--- config.mk ---
export PLATFORM = sky130hd
export DESIGN_NAME = link_health_monitor
export DESIGN_NICKNAME = d
export VERILOG_FILES = /design/src/rtl/link_health_monitor.sv
export SDC_FILE = /design/constraint.sdc
export NUM_CORES = 1
export LEC_CHECK = 0
export ABC_CLOCK_PERIOD_IN_PS = 6200
export CAP_MARGIN = 20
export CORE_ASPECT_RATIO = 0.6
export CORE_MARGIN = 5
export CORE_UTILIZATION = 63
export CTS_CLUSTER_SIZE = 25
export DETAILED_ROUTE_END_ITERATION = 6
export GPL_ROUTABILITY_DRIVEN = 0
export GPL_TIMING_DRIVEN = 0
export PLACE_DENSITY = 0.86
export SETUP_SLACK_MARGIN = 0.1
export SYNTH_ARGS = -nofsm -noshare
export SYNTH_HDL_FRONTEND = slang
export SYNTH_SLANG_ARGS = --single-unit
--- constraint.sdc ---
create_clock -name clk -period 6.2 [get_ports clk]
set_input_delay 1.24 -clock clk [delete_from_list [all_inputs] [get_ports clk]]
set_output_delay 1.24 -clock clk [all_outputs]
set_load 0.01 [all_outputs]
--- src/rtl/link_health_monitor.sv ---
// link_health_monitor: qualifies a PHY link and watches it for loss of signal, idle and error faults.
//
// Ports:
//   clk          in   system clock, rising edge
//   rst          in   asynchronous active-high reset
//   sig_det      in   raw PHY signal-detect (asynchronous, synchronized here)
//   rx_valid     in   one cycle per received word
//   rx_err       in   one cycle per receive error
//   link_ok      out  1 while the link is UP
//   fault_code   out  cause of the last fault: 0 none, 1 LOS, 2 IDLE, 3 ERR
//   fault_pulse  out  one-cycle pulse on entry to FAULT
//   fault_count  out  saturating count of FAULT entries
//
// All timing parameters must lie in 1..2^24-1.
module link_health_monitor #(
    parameter int unsigned UP_TIME     = 1_000_000,
    parameter int unsigned ACT_TIMEOUT = 4_000_000,
    parameter int unsigned ERR_WINDOW  = 1_000_000,
    parameter int unsigned ERR_LIMIT   = 16,
    parameter int unsigned HOLD_TIME   = 100_000
) (
    input  logic       clk,
    input  logic       rst,
    input  logic       sig_det,
    input  logic       rx_valid,
    input  logic       rx_err,
    output logic       link_ok,
    output logic [1:0] fault_code,
    output logic       fault_pulse,
    output logic [7:0] fault_count
);
    typedef enum logic [1:0] {DOWN, QUALIFY, UP, FAULT} state_t;

    localparam logic [23:0] UP_LAST   = 24'(UP_TIME - 1);
    localparam logic [23:0] ACT_LAST  = 24'(ACT_TIMEOUT - 1);
    localparam logic [23:0] WIN_LAST  = 24'(ERR_WINDOW - 1);
    localparam logic [23:0] HOLD_LAST = 24'(HOLD_TIME - 1);
    localparam logic [24:0] ERR_LIM   = 25'(ERR_LIMIT);

    state_t      state_q, state_d;
    logic        sync1_q, sig_s_q;
    logic [23:0] qual_q, qual_d, hold_q, hold_d, idle_q, idle_d;
    logic [23:0] win_q, win_d, err_q, err_d;
    logic        seen_q, seen_d;
    logic        link_ok_q, link_ok_d, pulse_q, pulse_d;
    logic [1:0]  code_q, code_d, new_code;
    logic [7:0]  count_q, count_d;
    logic        go_up, go_fault, err_hit, idle_hit;

    always_comb begin
        state_d  = state_q;
        qual_d   = qual_q;
        seen_d   = seen_q;
        hold_d   = hold_q;
        idle_d   = idle_q;
        win_d    = win_q;
        err_d    = err_q;
        code_d   = code_q;
        count_d  = count_q;
        go_up    = 1'b0;
        go_fault = 1'b0;
        new_code = 2'd0;
        // The error sum is checked before the window wrap clears it, so an
        // error on the wrap cycle still belongs to the old window.
        err_hit  = ({1'b0, err_q} + {24'd0, rx_err}) == ERR_LIM;
        idle_hit = !rx_valid && idle_q == ACT_LAST;
        case (state_q)
            DOWN: begin
                if (sig_s_q) begin
                    state_d = QUALIFY;
                    qual_d  = 24'd0;
                    seen_d  = 1'b0;
                end
            end
            QUALIFY: begin
                if (!sig_s_q) begin
                    state_d = DOWN;
                end else if (rx_err) begin
                    qual_d = 24'd0;
                    seen_d = 1'b0;
                end else begin
                    qual_d = qual_q + 24'd1;
                    seen_d = seen_q | rx_valid;
                    if (qual_q == UP_LAST) begin
                        go_up    = seen_q | rx_valid;
                        go_fault = !(seen_q | rx_valid);
                        new_code = 2'd2;
                    end
                end
            end
            UP: begin
                if (!sig_s_q) begin
                    go_fault = 1'b1;
                    new_code = 2'd1;
                end else if (err_hit) begin
                    go_fault = 1'b1;
                    new_code = 2'd3;
                end else if (idle_hit) begin
                    go_fault = 1'b1;
                    new_code = 2'd2;
                end else begin
                    idle_d = rx_valid ? 24'd0 : idle_q + 24'd1;
                    win_d  = (win_q == WIN_LAST) ? 24'd0 : win_q + 24'd1;
                    err_d  = (win_q == WIN_LAST) ? {23'd0, rx_err} : err_q + {23'd0, rx_err};
                end
            end
            default: begin
                hold_d = hold_q + 24'd1;
                if (hold_q == HOLD_LAST) state_d = DOWN;
            end
        endcase
        if (go_up) begin
            state_d = UP;
            code_d  = 2'd0;
            idle_d  = 24'd0;
            win_d   = 24'd0;
            err_d   = 24'd0;
        end
        if (go_fault) begin
            state_d = FAULT;
            code_d  = new_code;
            hold_d  = 24'd0;
            count_d = (count_q == 8'hFF) ? count_q : count_q + 8'd1;
        end
        pulse_d   = go_fault;
        link_ok_d = state_d == UP;
    end

    always_ff @(posedge clk or posedge rst) begin
        if (rst) begin
            state_q   <= DOWN;
            sync1_q   <= 1'b0;
            sig_s_q   <= 1'b0;
            qual_q    <= 24'd0;
            seen_q    <= 1'b0;
            hold_q    <= 24'd0;
            idle_q    <= 24'd0;
            win_q     <= 24'd0;
            err_q     <= 24'd0;
            link_ok_q <= 1'b0;
            code_q    <= 2'd0;
            pulse_q   <= 1'b0;
            count_q   <= 8'd0;
        end else begin
            state_q   <= state_d;
            sync1_q   <= sig_det;
            sig_s_q   <= sync1_q;
            qual_q    <= qual_d;
            seen_q    <= seen_d;
            hold_q    <= hold_d;
            idle_q    <= idle_d;
            win_q     <= win_d;
            err_q     <= err_d;
            link_ok_q <= link_ok_d;
            code_q    <= code_d;
            pulse_q   <= pulse_d;
            count_q   <= count_d;
        end
    end

    assign link_ok     = link_ok_q;
    assign fault_code  = code_q;
    assign fault_pulse = pulse_q;
    assign fault_count = count_q;
endmodule

==> key figures <==
Outcome
  – Status: finished, violations left
  – Failing checks: DRC

Logic synthesis
  – Count leader, synth: dfrtp_1
  – Distinct cells, synth: 79
  – Syn Inst Count: 901
  – Async SR Flop Fraction: 1.00
  – Netlist Area Pre-Place: between 8000 and 9000 um^2
  – Ys Warns: 0
  – Ys flop type: dfrtp_1
  – Synth area leaders: dfrtp_1, nor2_1, o21ai_0
  – Register bit total from synthesis: 137
  – Synth top area share: 0.425
  – Synthesized area per cell: 8.96 um^2
  – Syn_nets: 918
  – Number of flops mapped to enable cells by yosys: 0
  – Most instantiated cells after synthesis: dfrtp_1, nor2_1, nand2_1
  – Post-synth top area cell: dfrtp_1
  – Register area share after synthesis: 0.425

CTS
  – CTS tree: done
  – Num CTS Buffers: 17
  – Post-CTS Setup Bufs: 0
  – Clk slew on worst S/H paths: 60 ps
  – Cts hold-fix bufs: 0
  – Root buffer cell: clkbuf_16
  – Post_cts resized: 0
  – Sink Count: 137
  – Clock latency at the later pin of the worst-skew pair: 420 ps
  – H-Tree Depth: 4
  – Worst-case clock buffer depth: 2

Global routing
  – M2 GR Usage: 0.401
  – GRT Max-Usage Layer: met1
  – Tot GR Track Use: 0.293
  – Met1 Usage GRT: 0.456
  – Vias in the first global route: 6,976
  – Antenna violations before repair: 0
  – First-pass GRT wire length: around 36 mm
  – Global Route met3 Usage: 0.0730
  – Gr ovfl total: 0
  – Largest net degree at the start of global routing: about 70

Power and ir drop
  – P per Cell Area: ~230 nW/um^2
  – Lkg Pwr: 3.76 nW
  – Peak VDD IR: around 140 uV

STA
  – Setup WS post-layout: 797 ps
  – Worst slew margin: 0.406
  – Fmax: approximately 190 MHz
  – Least-Margin Pin Slew: 885 ps
  – Hold Fails Final Rpt: 0
  – Hold Slack: 352 ps
  – Setup_tns: 0 ps
  – Pins Over Slew Limit: 0
  – Unrepaired setup endpoints after global routing: no
  – Min Tclk post-route: 5400 ps
  – Fin Clk Skew: 9.82 ps
  – Tcrit/Tclk final: 0.871
  – Final setup fails: 0

Worst setup path
  – Worst endpoint required time: 6480 ps
  – Critical Setup Path Class: input port to flop
  – R2r setup slk: 2010 ps
  – Worst R2R Path Depth: 11
  – CP Launch Type: input port
  – Crit. End Element: flop
  – Crit path DAT: between 5000 and 6000 ps
  – R2r startpoint: err_q[0]
  – Reg2reg end: err_q[9]
  – Crit path max fanout: 10

Flow run
  – Max Cap Violations: 0

Final layout
  – Post-route cell area: 9150 um^2
  – Antenna diodes: 0
  – Fillers: 895
  – Final nets: 956
  – Fin util: 0.721
  – Area Overhead vs Synth: 13.4%
  – Fraction of layout cells with a size suffix above 1: 0.0924

Detailed routing
  – Post-route antenna net violation count: 0
  – Vias/cell: 6.74
  – First-pass DRT Iterations: 7
  – Routed wire per std cell: slightly below 20 um
  – Final routed DRC violation total: 1
  – Via count: 7,563
  – DR iter-0 viols: 926
  – Routed wire length: ~22 mm

Placed design
  – Placed Area: 8480 um^2
  – DP Wirelength: 14.8 mm
  – Place WS: 651 ps
  – Buffers on Ports: 16

Die
  – Die W: 156 um
  – Die area: 15,200 um^2
  – # IOs: 17
  – Initial Utilization: 0.636
  – Core Area: between 10,000 and 15,000 um^2
  – DIE HEIGHT: 97.7 um
  – Cell row count: 32

Hold path
  – WHS Path Cells: 0
  – Hold path endpoint: sig_s_q
  – HP Class: flop to flop
  – Hold_sp: sync1_q
-- power by group --
part / total [mW] / switching [mW] / leakage [nW] / internal, mW
logic: 0.0309 / 0.0238 / 1.59 / 0.00708
clock network: 1.14 / 0.398 / 0.316 / 0.746
registers: 0.900 / 0.00268 / 1.85 / 0.897
total: 2.07 / 0.424 / 3.76 / 1.65
-- worst max path at each step --
stage | start | end | depth (start not counted)
global route | rx_err | idle_q[15] | 13
detailed placement | rx_err | err_q[11] | 12
finish | rx_err | err_q[9] | 12
CTS | rx_err | idle_q[15] | 13
floorplan | rst | err_q[0] | 1
global placement | rst | qual_q[22] | 2
-- worst max-delay path: stages --
cell and delay (ps):
clkdlybuf4s50_1 680, ha_1 370, ha_1 360, nand3_2 220, nor3_2 320, nand3_1 120, a2111oi_1 740, nand4_4 340
o211ai_4 480, clkbuf_1 510, or3b_2 220, a21oi_1 60
-- per-stage QoR --
stage               instances  total power [mW]
global placement         1087             0.944
finish                   1122              2.07
floorplan                 901             0.934
global route             1122              2.13
CTS                      1122              2.08
detailed placement       1090             0.948
-- area by class of cell --
type	instances	area, um^2	area share
tap	170	213	0.0233
clock buffer	21	470	0.0514
inverter	19	76.3	0.00834
sequential	137	3430	0.375
buffer	44	214	0.0234
clock inverter	11	191	0.0209
timing repair buffer	19	198	0.0216
multi-input combinational	701	4360	0.476
-- cell usage in the layout, fill, tap and decap left out, types with 4 or more instances in the layout --
master	netlist	final
o21a_1	5	5
bufinv_16	0	5
nor2_1	88	88
nand4_1	26	26
o21ai_0	64	64
a41oi_1	6	6
and2_1	8	8
and3_1	25	25
nand3_1	49	49
inv_1	19	18
or3_1	27	27
o21ai_1	4	4
a31oi_1	10	10
nor4b_1	4	4
dfrtp_1	137	137
a21oi_1	55	55
nand2b_1	4	4
buf_2	15	17
nor2b_1	10	10
o211ai_1	15	15
and4_1	9	9
o31ai_1	11	11
clkbuf_1	24	25
nand2_1	81	81
clkbuf_16	0	17
nor4_1	17	17
or3b_2	9	9
nor3_1	18	18
a221o_1	4	4
xor2_1	28	28
xnor2_1	22	22
ha_1	12	12
clkdlybuf4s50_1	0	16
or2_2	4	4
or4_1	25	25
-- cells by family (layout without fill, tap and decap cells) --
| kind of cell | Yosys count | after routing | share of synthesized area |
|---|---|---|---|
| flops | 137 | 137 | 0.425 |
| compound gates | 208 | 208 | 0.168 |
| mux | 3 | 3 | 0.00403 |
| buf+inv | 63 | 114 | 0.0354 |
| fa+ha+maj | 12 | 12 | 0.0186 |
| xor+xnor | 50 | 50 | 0.0543 |
| simple gates | 428 | 428 | 0.295 |
-- routing by layer --
| layer | part of all wire | vias up |
|---|---|---|
| met2 | 0.42 | 452 |
| met5 | 0 | - |
| met4 | 0.019 | 0 |
| met1 | 0.44 | 3643 |
| met3 | 0.12 | 50 |
| li1 | - | 3418 |
-- flip-flops by register name, indices dropped and copies added, names as in the netlist --
name         cells
win_q           24
link_ok          1
sync1_q          1
idle_q          24
state_q          2
sig_s_q          1
seen_q           1
hold_q          24
err_q           24
fault_code       2
fault_pulse      1
qual_q          24
fault_count      8
(Power assumes the default switching activity.)
